===== src/rtl/atm_keypad_entry_if.sv =====
// Keypad/card levels toward the entry block and the controller-facing strobes back out.
// master = keypad/system side, slave = atm_keypad_entry.
interface atm_keypad_entry_if;
    logic        tarjeta_recibida;
    logic        amount_en;
    logic        key_valid;
    logic [3:0]  key_code;
    logic [3:0]  digito;
    logic        add_digit;
    logic        digito_stb;
    logic [31:0] monto;
    logic        monto_stb;
    logic [3:0]  digit_count;
    logic        key_err;

    modport master (
        output tarjeta_recibida, amount_en, key_valid, key_code,
        input  digito, add_digit, digito_stb, monto, monto_stb, digit_count, key_err
    );

    modport slave (
        input  tarjeta_recibida, amount_en, key_valid, key_code,
        output digito, add_digit, digito_stb, monto, monto_stb, digit_count, key_err
    );
endinterface


===== src/rtl/atm_keypad_entry.sv =====
// Keypad front end: PIN digit strobes and decimal-to-binary amount entry for the ATM FSM.
// Latency 1 cycle, all outputs registered; no backpressure, one key per key_valid pulse.
module atm_keypad_entry #(
    parameter int PIN_LEN        = 4,
    parameter int AMT_MAX_DIGITS = 9
) (
    input  logic               clk,
    input  logic               rst,
    atm_keypad_entry_if.slave  kp
);
    typedef enum logic [1:0] {S_IDLE, S_PIN, S_AMOUNT, S_HOLD} state_t;

    localparam logic [3:0] PIN_LEN_C = 4'(PIN_LEN);
    localparam logic [3:0] AMT_MAX_C = 4'(AMT_MAX_DIGITS);
    localparam logic [3:0] K_ENTER   = 4'hA;
    localparam logic [3:0] K_CLEAR   = 4'hB;
    localparam logic [3:0] K_CANCEL  = 4'hC;

    state_t      state_q, state_d;
    logic [3:0]  pin_cnt_q, pin_cnt_d;
    logic [3:0]  amt_cnt_q, amt_cnt_d;
    logic [31:0] acc_q, acc_d;
    logic [31:0] monto_q, monto_d;
    logic [3:0]  digito_q, digito_d;
    logic        add_digit_q, add_digit_d;
    logic        digito_stb_q, digito_stb_d;
    logic        monto_stb_q, monto_stb_d;
    logic        key_err_q, key_err_d;
    logic [3:0]  digit_count_q, digit_count_d;

    logic        is_digit;
    logic [31:0] acc_next;

    assign is_digit = (kp.key_code <= 4'd9);
    assign acc_next = (acc_q * 32'd10) + {28'd0, kp.key_code};

    always_ff @(posedge clk or negedge rst) begin
        if (!rst) begin
            state_q       <= S_IDLE;
            pin_cnt_q     <= '0;
            amt_cnt_q     <= '0;
            acc_q         <= '0;
            monto_q       <= '0;
            digito_q      <= '0;
            add_digit_q   <= 1'b0;
            digito_stb_q  <= 1'b0;
            monto_stb_q   <= 1'b0;
            key_err_q     <= 1'b0;
            digit_count_q <= '0;
        end else begin
            state_q       <= state_d;
            pin_cnt_q     <= pin_cnt_d;
            amt_cnt_q     <= amt_cnt_d;
            acc_q         <= acc_d;
            monto_q       <= monto_d;
            digito_q      <= digito_d;
            add_digit_q   <= add_digit_d;
            digito_stb_q  <= digito_stb_d;
            monto_stb_q   <= monto_stb_d;
            key_err_q     <= key_err_d;
            digit_count_q <= digit_count_d;
        end
    end

    always_comb begin
        state_d      = state_q;
        pin_cnt_d    = pin_cnt_q;
        amt_cnt_d    = amt_cnt_q;
        acc_d        = acc_q;
        monto_d      = monto_q;
        digito_d     = digito_q;
        add_digit_d  = 1'b0;
        digito_stb_d = 1'b0;
        monto_stb_d  = 1'b0;
        key_err_d    = 1'b0;

        // Card removal and CANCEL both abandon the session; the key itself is dropped.
        if ((state_q != S_IDLE) &&
            (!kp.tarjeta_recibida || (kp.key_valid && kp.key_code == K_CANCEL))) begin
            state_d   = S_IDLE;
            pin_cnt_d = '0;
            amt_cnt_d = '0;
            acc_d     = '0;
            monto_d   = '0;
        end else begin
            case (state_q)
                S_IDLE: begin
                    if (kp.tarjeta_recibida) begin
                        state_d   = S_PIN;
                        pin_cnt_d = '0;
                    end
                end
                S_PIN: begin
                    if (kp.amount_en) begin
                        state_d   = S_AMOUNT;
                        acc_d     = '0;
                        amt_cnt_d = '0;
                    end else if (kp.key_valid) begin
                        if (is_digit) begin
                            if (pin_cnt_q < PIN_LEN_C) begin
                                digito_d    = kp.key_code;
                                add_digit_d = 1'b1;
                                pin_cnt_d   = pin_cnt_q + 4'd1;
                            end else begin
                                key_err_d = 1'b1;
                            end
                        end else if (kp.key_code == K_ENTER) begin
                            if (pin_cnt_q == PIN_LEN_C) begin
                                digito_stb_d = 1'b1;
                                pin_cnt_d    = '0;
                            end else begin
                                key_err_d = 1'b1;
                            end
                        end else if (kp.key_code == K_CLEAR) begin
                            pin_cnt_d = '0;
                        end else begin
                            key_err_d = 1'b1;
                        end
                    end
                end
                S_AMOUNT: begin
                    if (!kp.amount_en) begin
                        state_d   = S_PIN;
                        pin_cnt_d = '0;
                        acc_d     = '0;
                        amt_cnt_d = '0;
                    end else if (kp.key_valid) begin
                        if (is_digit) begin
                            if (amt_cnt_q < AMT_MAX_C) begin
                                acc_d     = acc_next;
                                amt_cnt_d = amt_cnt_q + 4'd1;
                            end else begin
                                key_err_d = 1'b1;
                            end
                        end else if (kp.key_code == K_ENTER) begin
                            if (amt_cnt_q != 4'd0) begin
                                monto_d     = acc_q;
                                monto_stb_d = 1'b1;
                                state_d     = S_HOLD;
                            end else begin
                                key_err_d = 1'b1;
                            end
                        end else if (kp.key_code == K_CLEAR) begin
                            acc_d     = '0;
                            amt_cnt_d = '0;
                        end else begin
                            key_err_d = 1'b1;
                        end
                    end
                end
                S_HOLD: begin
                    // Amount is frozen here; only CLEAR reopens entry.
                    if (kp.key_valid) begin
                        if (kp.key_code == K_CLEAR) begin
                            state_d   = S_AMOUNT;
                            acc_d     = '0;
                            amt_cnt_d = '0;
                            monto_d   = '0;
                        end else begin
                            key_err_d = 1'b1;
                        end
                    end
                end
                default: state_d = S_IDLE;
            endcase
        end

        case (state_d)
            S_PIN:            digit_count_d = pin_cnt_d;
            S_AMOUNT, S_HOLD: digit_count_d = amt_cnt_d;
            default:          digit_count_d = '0;
        endcase
    end

    always_comb begin
        kp.digito      = digito_q;
        kp.add_digit   = add_digit_q;
        kp.digito_stb  = digito_stb_q;
        kp.monto       = monto_q;
        kp.monto_stb   = monto_stb_q;
        kp.digit_count = digit_count_q;
        kp.key_err     = key_err_q;
    end
endmodule


===== src/flat_wrapper.sv =====
// flat-port wrapper written by rule: the top's interface ports become plain ports
module atm_keypad_entry_flat 
#(
    parameter int PIN_LEN        = 4,
    parameter int AMT_MAX_DIGITS = 9
)
  (clk, rst, kp_tarjeta_recibida, kp_amount_en, kp_key_valid, kp_key_code, kp_digito, kp_add_digit, kp_digito_stb, kp_monto, kp_monto_stb, kp_digit_count, kp_key_err);
  atm_keypad_entry_if kp_i ();
  input  logic clk;
  input  logic rst;
  input wire logic [$bits(kp_i.tarjeta_recibida)-1:0] kp_tarjeta_recibida;
  input wire logic [$bits(kp_i.amount_en)-1:0] kp_amount_en;
  input wire logic [$bits(kp_i.key_valid)-1:0] kp_key_valid;
  input wire logic [$bits(kp_i.key_code)-1:0] kp_key_code;
  output wire logic [$bits(kp_i.digito)-1:0] kp_digito;
  output wire logic [$bits(kp_i.add_digit)-1:0] kp_add_digit;
  output wire logic [$bits(kp_i.digito_stb)-1:0] kp_digito_stb;
  output wire logic [$bits(kp_i.monto)-1:0] kp_monto;
  output wire logic [$bits(kp_i.monto_stb)-1:0] kp_monto_stb;
  output wire logic [$bits(kp_i.digit_count)-1:0] kp_digit_count;
  output wire logic [$bits(kp_i.key_err)-1:0] kp_key_err;
  assign kp_i.tarjeta_recibida = kp_tarjeta_recibida;
  assign kp_i.amount_en = kp_amount_en;
  assign kp_i.key_valid = kp_key_valid;
  assign kp_i.key_code = kp_key_code;
  assign kp_digito = kp_i.digito;
  assign kp_add_digit = kp_i.add_digit;
  assign kp_digito_stb = kp_i.digito_stb;
  assign kp_monto = kp_i.monto;
  assign kp_monto_stb = kp_i.monto_stb;
  assign kp_digit_count = kp_i.digit_count;
  assign kp_key_err = kp_i.key_err;
  atm_keypad_entry #(.PIN_LEN(PIN_LEN), .AMT_MAX_DIGITS(AMT_MAX_DIGITS)) u_core (.clk(clk), .rst(rst), .kp(kp_i));
endmodule

===== config.mk =====
export PLATFORM = sky130hd
export DESIGN_NAME = atm_keypad_entry_flat
export DESIGN_NICKNAME = d
export VERILOG_FILES = /design/src/rtl/atm_keypad_entry_if.sv /design/src/rtl/atm_keypad_entry.sv /design/src/flat_wrapper.sv
export SDC_FILE = /design/constraint.sdc
export NUM_CORES = 1
export LEC_CHECK = 0
export ABC_AREA = 1
export CAP_MARGIN = 30
export CORE_MARGIN = 3
export CORE_UTILIZATION = 41
export CTS_CLUSTER_DIAMETER = 100
export DETAILED_ROUTE_END_ITERATION = 16
export GPL_ROUTABILITY_DRIVEN = 0
export PLACE_DENSITY = 0.68
export SLEW_MARGIN = 20
export SYNTH_ARGS = -nofsm -noshare
export SYNTH_HDL_FRONTEND = slang
export SYNTH_SLANG_ARGS = --single-unit

===== constraint.sdc =====
create_clock -name clk -period 7.57 [get_ports clk]
set_input_delay 1.1355 -clock clk [delete_from_list [all_inputs] [get_ports clk]]
set_output_delay 1.1355 -clock clk [all_outputs]
set_load 0.01 [all_outputs]

Yosys cells after proc, flatten, opt, wreduce, memory -nomap -nowiden --
Cells that the tools add are included.
Storage, ports and cells: register bits after elaboration 86, output and inout port bits 44
Operators by class: add/sub/neg operators 3, $mul 1, $lt $le $gt $ge 3, eq/ne operators 21, mux-type cells 88, bitwise logic cells 2, reduce and logical (&&, ||, !) cells 13
Operators with widths (number):
- $mux W32 | 17
- $pmux W32 S3 | 1
- $mux W4 | 19
- $pmux W32 S2 | 1
- $mux W1 | 35
- $add A32 B4 Y32 | 1
- $mul A32 B3 Y31 const B | 1
- $pmux W4 S3 | 2
- $mux W2 | 10
- $eq A4 B4 Y1 const B | 3
- $ne A3 B2 Y1 const B | 4
- $reduce_and A6 Y1 | 2
- $ne A3 B1 Y1 const B | 3
- $add A4 B1 Y4 const B | 2
- $eq A2 B2 Y1 const B | 4
- $pmux W2 S4 | 1
- $pmux W4 S2 | 1
- $reduce_and A8 Y1 | 1
- $reduce_bool A4 Y1 | 2
- $ne A5 B3 Y1 const B | 1
- $ne A5 B5 Y1 const B | 1
- $eq A2 B1 Y1 const B | 2
- $eq A4 B3 Y1 const B | 1
- $le A4 B4 Y1 const B | 1
- other kinds (13) | 15

Logic depth before layout (Yosys ltp) --
depth in word-level cells 11, gate-level depth with buffers 23

Least setup slack after synthesis --
OpenSTA, ideal clock, no wires.
path kind input-to-reg, start in kp_key_code[1], end reg u_core.acc_q[25], arrival 2.928 ns, slack 4.526 ns, cell stages on the path 19, buffers on the path 0, path through ha_1 > fa_1 > nand2_1 > a21boi_2 > nand2_1 > nor2_2 > nand2_2 > nor2_4 > nand2_2 > nor2_4 > nand3_4 > nor2_4 > nand2_1 > nand2_1 > nand2_1 > o21ai_1 > nand2_1 > nand2_1 > nand2_1
On the way: word-level cells in the longest chain between the ends 8, elaborated cells between the ends (all ways) 24, classes of those cells 1 x add/sub; 1 x order compare; 8 x eq/ne; 9 x mux; 5 x reduce/logical
RTL lines:
- start: declaration | line flat_wrapper.sv:14 | input wire logic [$bits(kp_i.key_code)-1:0] kp_key_code;
- branches (longest 8 deep; another with $add A32 B4 Y32)
- end signal: assignment | line atm_keypad_entry.sv:42 | acc_q <= '0;
- end signal: assignment | line atm_keypad_entry.sv:54 | acc_q <= acc_d;
- end: declaration | line atm_keypad_entry.sv:22 | logic [31:0] acc_q, acc_d;
Parallel ways; which one is timed is not known. The select of a mux whose other input is x is not followed. A chain may end at the register's enable or synchronous reset.

Worst setup path after layout --
start in kp_key_code[2], end reg u_core.acc_q[7]
Same word-level chain as after synthesis.

==> results by group <==
Final layout
  – Layout Nets: 1285
  – Post-Layout Cell Count: 1446
  – Layout area overhead: 14.5%
  – Share of layout cells above drive strength 1: 8.63%
  – Fillers: 1864
  – Cell area after layout: 0.00874 mm²
  – Ant diodes: 0

Pwr
  – Leakage dissipation: 4.38 nW
  – Peak VDD IR: 0.122 mV
  – Clock power share: 37.8%
  – Sw Ratio: 32.8%
  – Cell Pwr Density: 146 mW/mm²
  – Logic gate share of total power: 23.4%
  – Seq pwr share: 38.8%
  – Psw: 0.418 mW
  – Internal power: 0.857 mW

Clocking
  – Total CTS buffers: 9
  – Worst-path clk slew: 0.06 ns
  – CTS resizes: 0
  – CTS tree: yes
  – Clock buffer depth: 2
  – Setup bufs post-CTS: 0
  – Worst-Skew Late Latency: 0.34 ns
  – Post-cts hold buffer count: 0
  – Clock sink count: 86
  – Root buffer cell: clkbuf_16
  – H-tree levels: 3

Synth
  – Synth Register Bits: 86
  – Post-synth top area share: 28.2%
  – Synthesis warning total: 0
  – Synth area leader: dfrtp_1
  – Sequential area share after synthesis: 28.2%
  – Post-Syn Area: 0.00764 mm²
  – Syn avg cell area: 6.57 µm²
  – Synth async-reset ratio: 100%
  – Leading post-synthesis cells by cell area: dfrtp_1 28%, nand2_1 16%, ha_1 10%
  – Post-synth EDFFs: 0
  – Distinct cells, synth: 51
  – Post-Syn Nets: 1236
  – Primary FF master, synth: dfrtp_1
  – Cells after synthesis: 1163

Worst setup path
  – WP data required: 7.76 ns
  – Crit path kind: in -> reg
  – CP endpoint kind: register
  – Max Fanout on Critical Path: 32
  – CP delay by family, top: buffers and inverters
  – Worst-path cell chain: clkdlybuf4s50_1, inv_2, a21oi_4, inv_2, o21ai_1, nand2_1, nor2_2, inv_1, a21oi_1, nand2_1, o311ai_0
  – Crit path launch type: input port
  – CP arrival: 4.53 ns
  – Slowest cell on crit path: a21oi_1
  – CP bufs+invs: 4
  – CP max stage delay: 0.65 ns

Floorplanning
  – Die area: 0.0203 mm²
  – Boundary pin count: 53
  – Initial Util: 42.1%
  – Core box area: 0.0181 mm²
  – Die Y: 142 µm
  – # rows: 49
  – Die X: 142 µm

Place
  – Post-DP HPWL: 16900 µm
  – Placed Area: 0.00839 mm²
  – Setup WS pre-CTS: 2.96 ns
  – Buffers on Ports: 52
  – Placed cell count: 1428

GRT
  – GRT met3 Usage: 3.56%
  – Largest net degree at the start of global routing: 75
  – GR peak layer: met2
  – Initial antenna violation count: 0
  – Number of global-route vias before repair: 7163
  – GR Overflow Total: 0
  – First-pass GRT wire length: 35600 µm
  – Gr usage total: 21.4%
  – Global Route met2 Usage: 33.5%
  – GRT met1 Usage: 30.7%

Routing
  – Drt drc: 0
  – TritonRoute pass-1 iters: 5
  – Final ANT Viol Nets: 0
  – WL/cell: 14.7 µm
  – Vias/cell: 5.30
  – Post-Route WL: 21300 µm
  – Initial DRC Count: 565
  – Vias: 7660

Worst hold path
  – Min-delay worst type: reg -> reg

Timing
  – Unrepaired setup endpoints after global routing: no
  – Fin crit period: 4.35 ns
  – Final Hold Fails: 0
  – Fin Hold WS: 0.507 ns
  – Fmax: 230 MHz
  – Setup Skew: 0.00616 ns
  – Worst Max-Slew Pin Slew: 0.729 ns
  – Period utilization: 57.4%
  – Final setup TNS: 0 ns
  – Max Slew Vio Count: 0
  – Final setup viols: 0
  – Setup WS post-layout: 3.22 ns
  – Worst slew margin: 51.3%

Run
  – Max-cap violations: 0

Outcome
  – Run status: finished, final reports clean
-- metrics by stage --
step                      power [mW]  util (%)
after floorplan                0.693         -
after global placement         0.795      46.2
after detailed placement       0.795      46.2
after CTS                       1.28      48.0
after global routing            1.34      48.2
final                           1.28      48.2
-- Yosys cell counts (7+ instances only) --
library cell and instances:
clkbuf_1 9, buf_2 8, nand2_2 21, o21ai_0 84, inv_1 176, nor2_2 15
nand3_1 96, inv_2 21, dfrtp_1 86, o21ai_1 7, nor3_1 9, nand2_1 326
a21oi_1 43, ha_1 62, nor2_4 7, nand3b_1 8, nand4_1 19, nand3_2 8
nor2_1 91
-- worst reg2reg max path, cell delays in order, from the launching register on --
cell and delay, ns:
dfrtp_1 0.46, ha_1 0.33, ha_1 0.27, fa_1 0.58
nand2_1 0.07, inv_1 0.07, nand4_1 0.11, nand2_1 0.15
nand3_2 0.13, nor2_2 0.20, nand2_2 0.09, nor2_4 0.21
nand2_2 0.13, nor2_2 0.11, nand3_1 0.07, nand2_1 0.07
nand3_1 0.11, nand2_1 0.09, o21ai_1 0.06, nand2_1 0.06
nand2_1 0.05
-- cell usage in the layout (no fill, tap or decap), drive strengths merged, types with 3 or more instances in the layout --
cell / n
o21bai: 3
o211ai: 3
inv: 198
clkbuf: 11
nand3: 105
o31ai: 6
clkdlybuf4s50: 51
nor2: 113
o22ai: 4
a21oi: 46
a31oi: 7
o21ai: 91
nand2: 348
nand4: 19
ha: 62
buf: 6
and2: 5
nand3b: 9
dfrtp: 86
xnor2: 6
a22oi: 4
nor3: 11
-- layer usage --
metal  vias to the layer above  part of all wire (%)
li1                       3859                     -
met1                      3510                    47
met2                       256                    45
met3                        35                   6.1
met4                         0                   2.0
met5                         -                     0
-- sequential cells by signal, indices dropped and copies added (netlist names) --
signal                 count
u_core.kp.key_err          1
u_core.kp.digit_count      4
u_core.state_q             2
u_core.amt_cnt_q           4
u_core.kp.digito_stb       1
u_core.pin_cnt_q           4
u_core.kp.monto           32
u_core.kp.digito           4
u_core.kp.monto_stb        1
u_core.kp.add_digit        1
u_core.acc_q              32
-- worst paths after layout --
path                                          start             endpoint  slack [ns]  cells past startpoint
worst max-delay path                 kp_key_code[2]      u_core.acc_q[7]        3.22                     11
worst min-delay path            u_core.kp.digito[3]  u_core.kp.digito[3]        0.51                      2
worst max register to register      u_core.acc_q[1]     u_core.acc_q[26]        4.05                     20
worst min register to register  u_core.kp.digito[3]  u_core.kp.digito[3]        0.51                      2
max in group asynchronous                       rst      u_core.acc_q[5]        6.00                      3
min in group asynchronous                       rst  u_core.kp.monto[25]        0.63                      1
-- final cells by class --
type | instances | area, µm² | area share, %
Multi-Input combinational cell | 860 | 4670 | 53.4
Timing Repair Buffer | 57 | 568 | 6.50
Tap cell | 229 | 287 | 3.28
Inverter | 198 | 743 | 8.50
Sequential cell | 86 | 2150 | 24.6
Clock inverter | 5 | 81.3 | 0.930
Clock buffer | 11 | 243 | 2.78
-- power groups by stage --
stage	sequential (mW)	clock, mW	combinational [mW]
detailed placement	0.503	0	0.292
floorplan	0.506	0	0.187
global route	0.497	0.505	0.335
CTS	0.494	0.488	0.293
global placement	0.503	0	0.291
finish	0.494	0.483	0.299
-- kinds of logic after synthesis --
group | share of synthesized area (%)
AOI/OAI and AO/OA | 13.4
xor gates and xnor gates | 0.688
adders and majority gates | 10.7
buffers and inverters | 10.8
DFF | 28.2
and+or+nand+nor | 36.2
No activity file was read; power rests on OpenSTA's default activity.
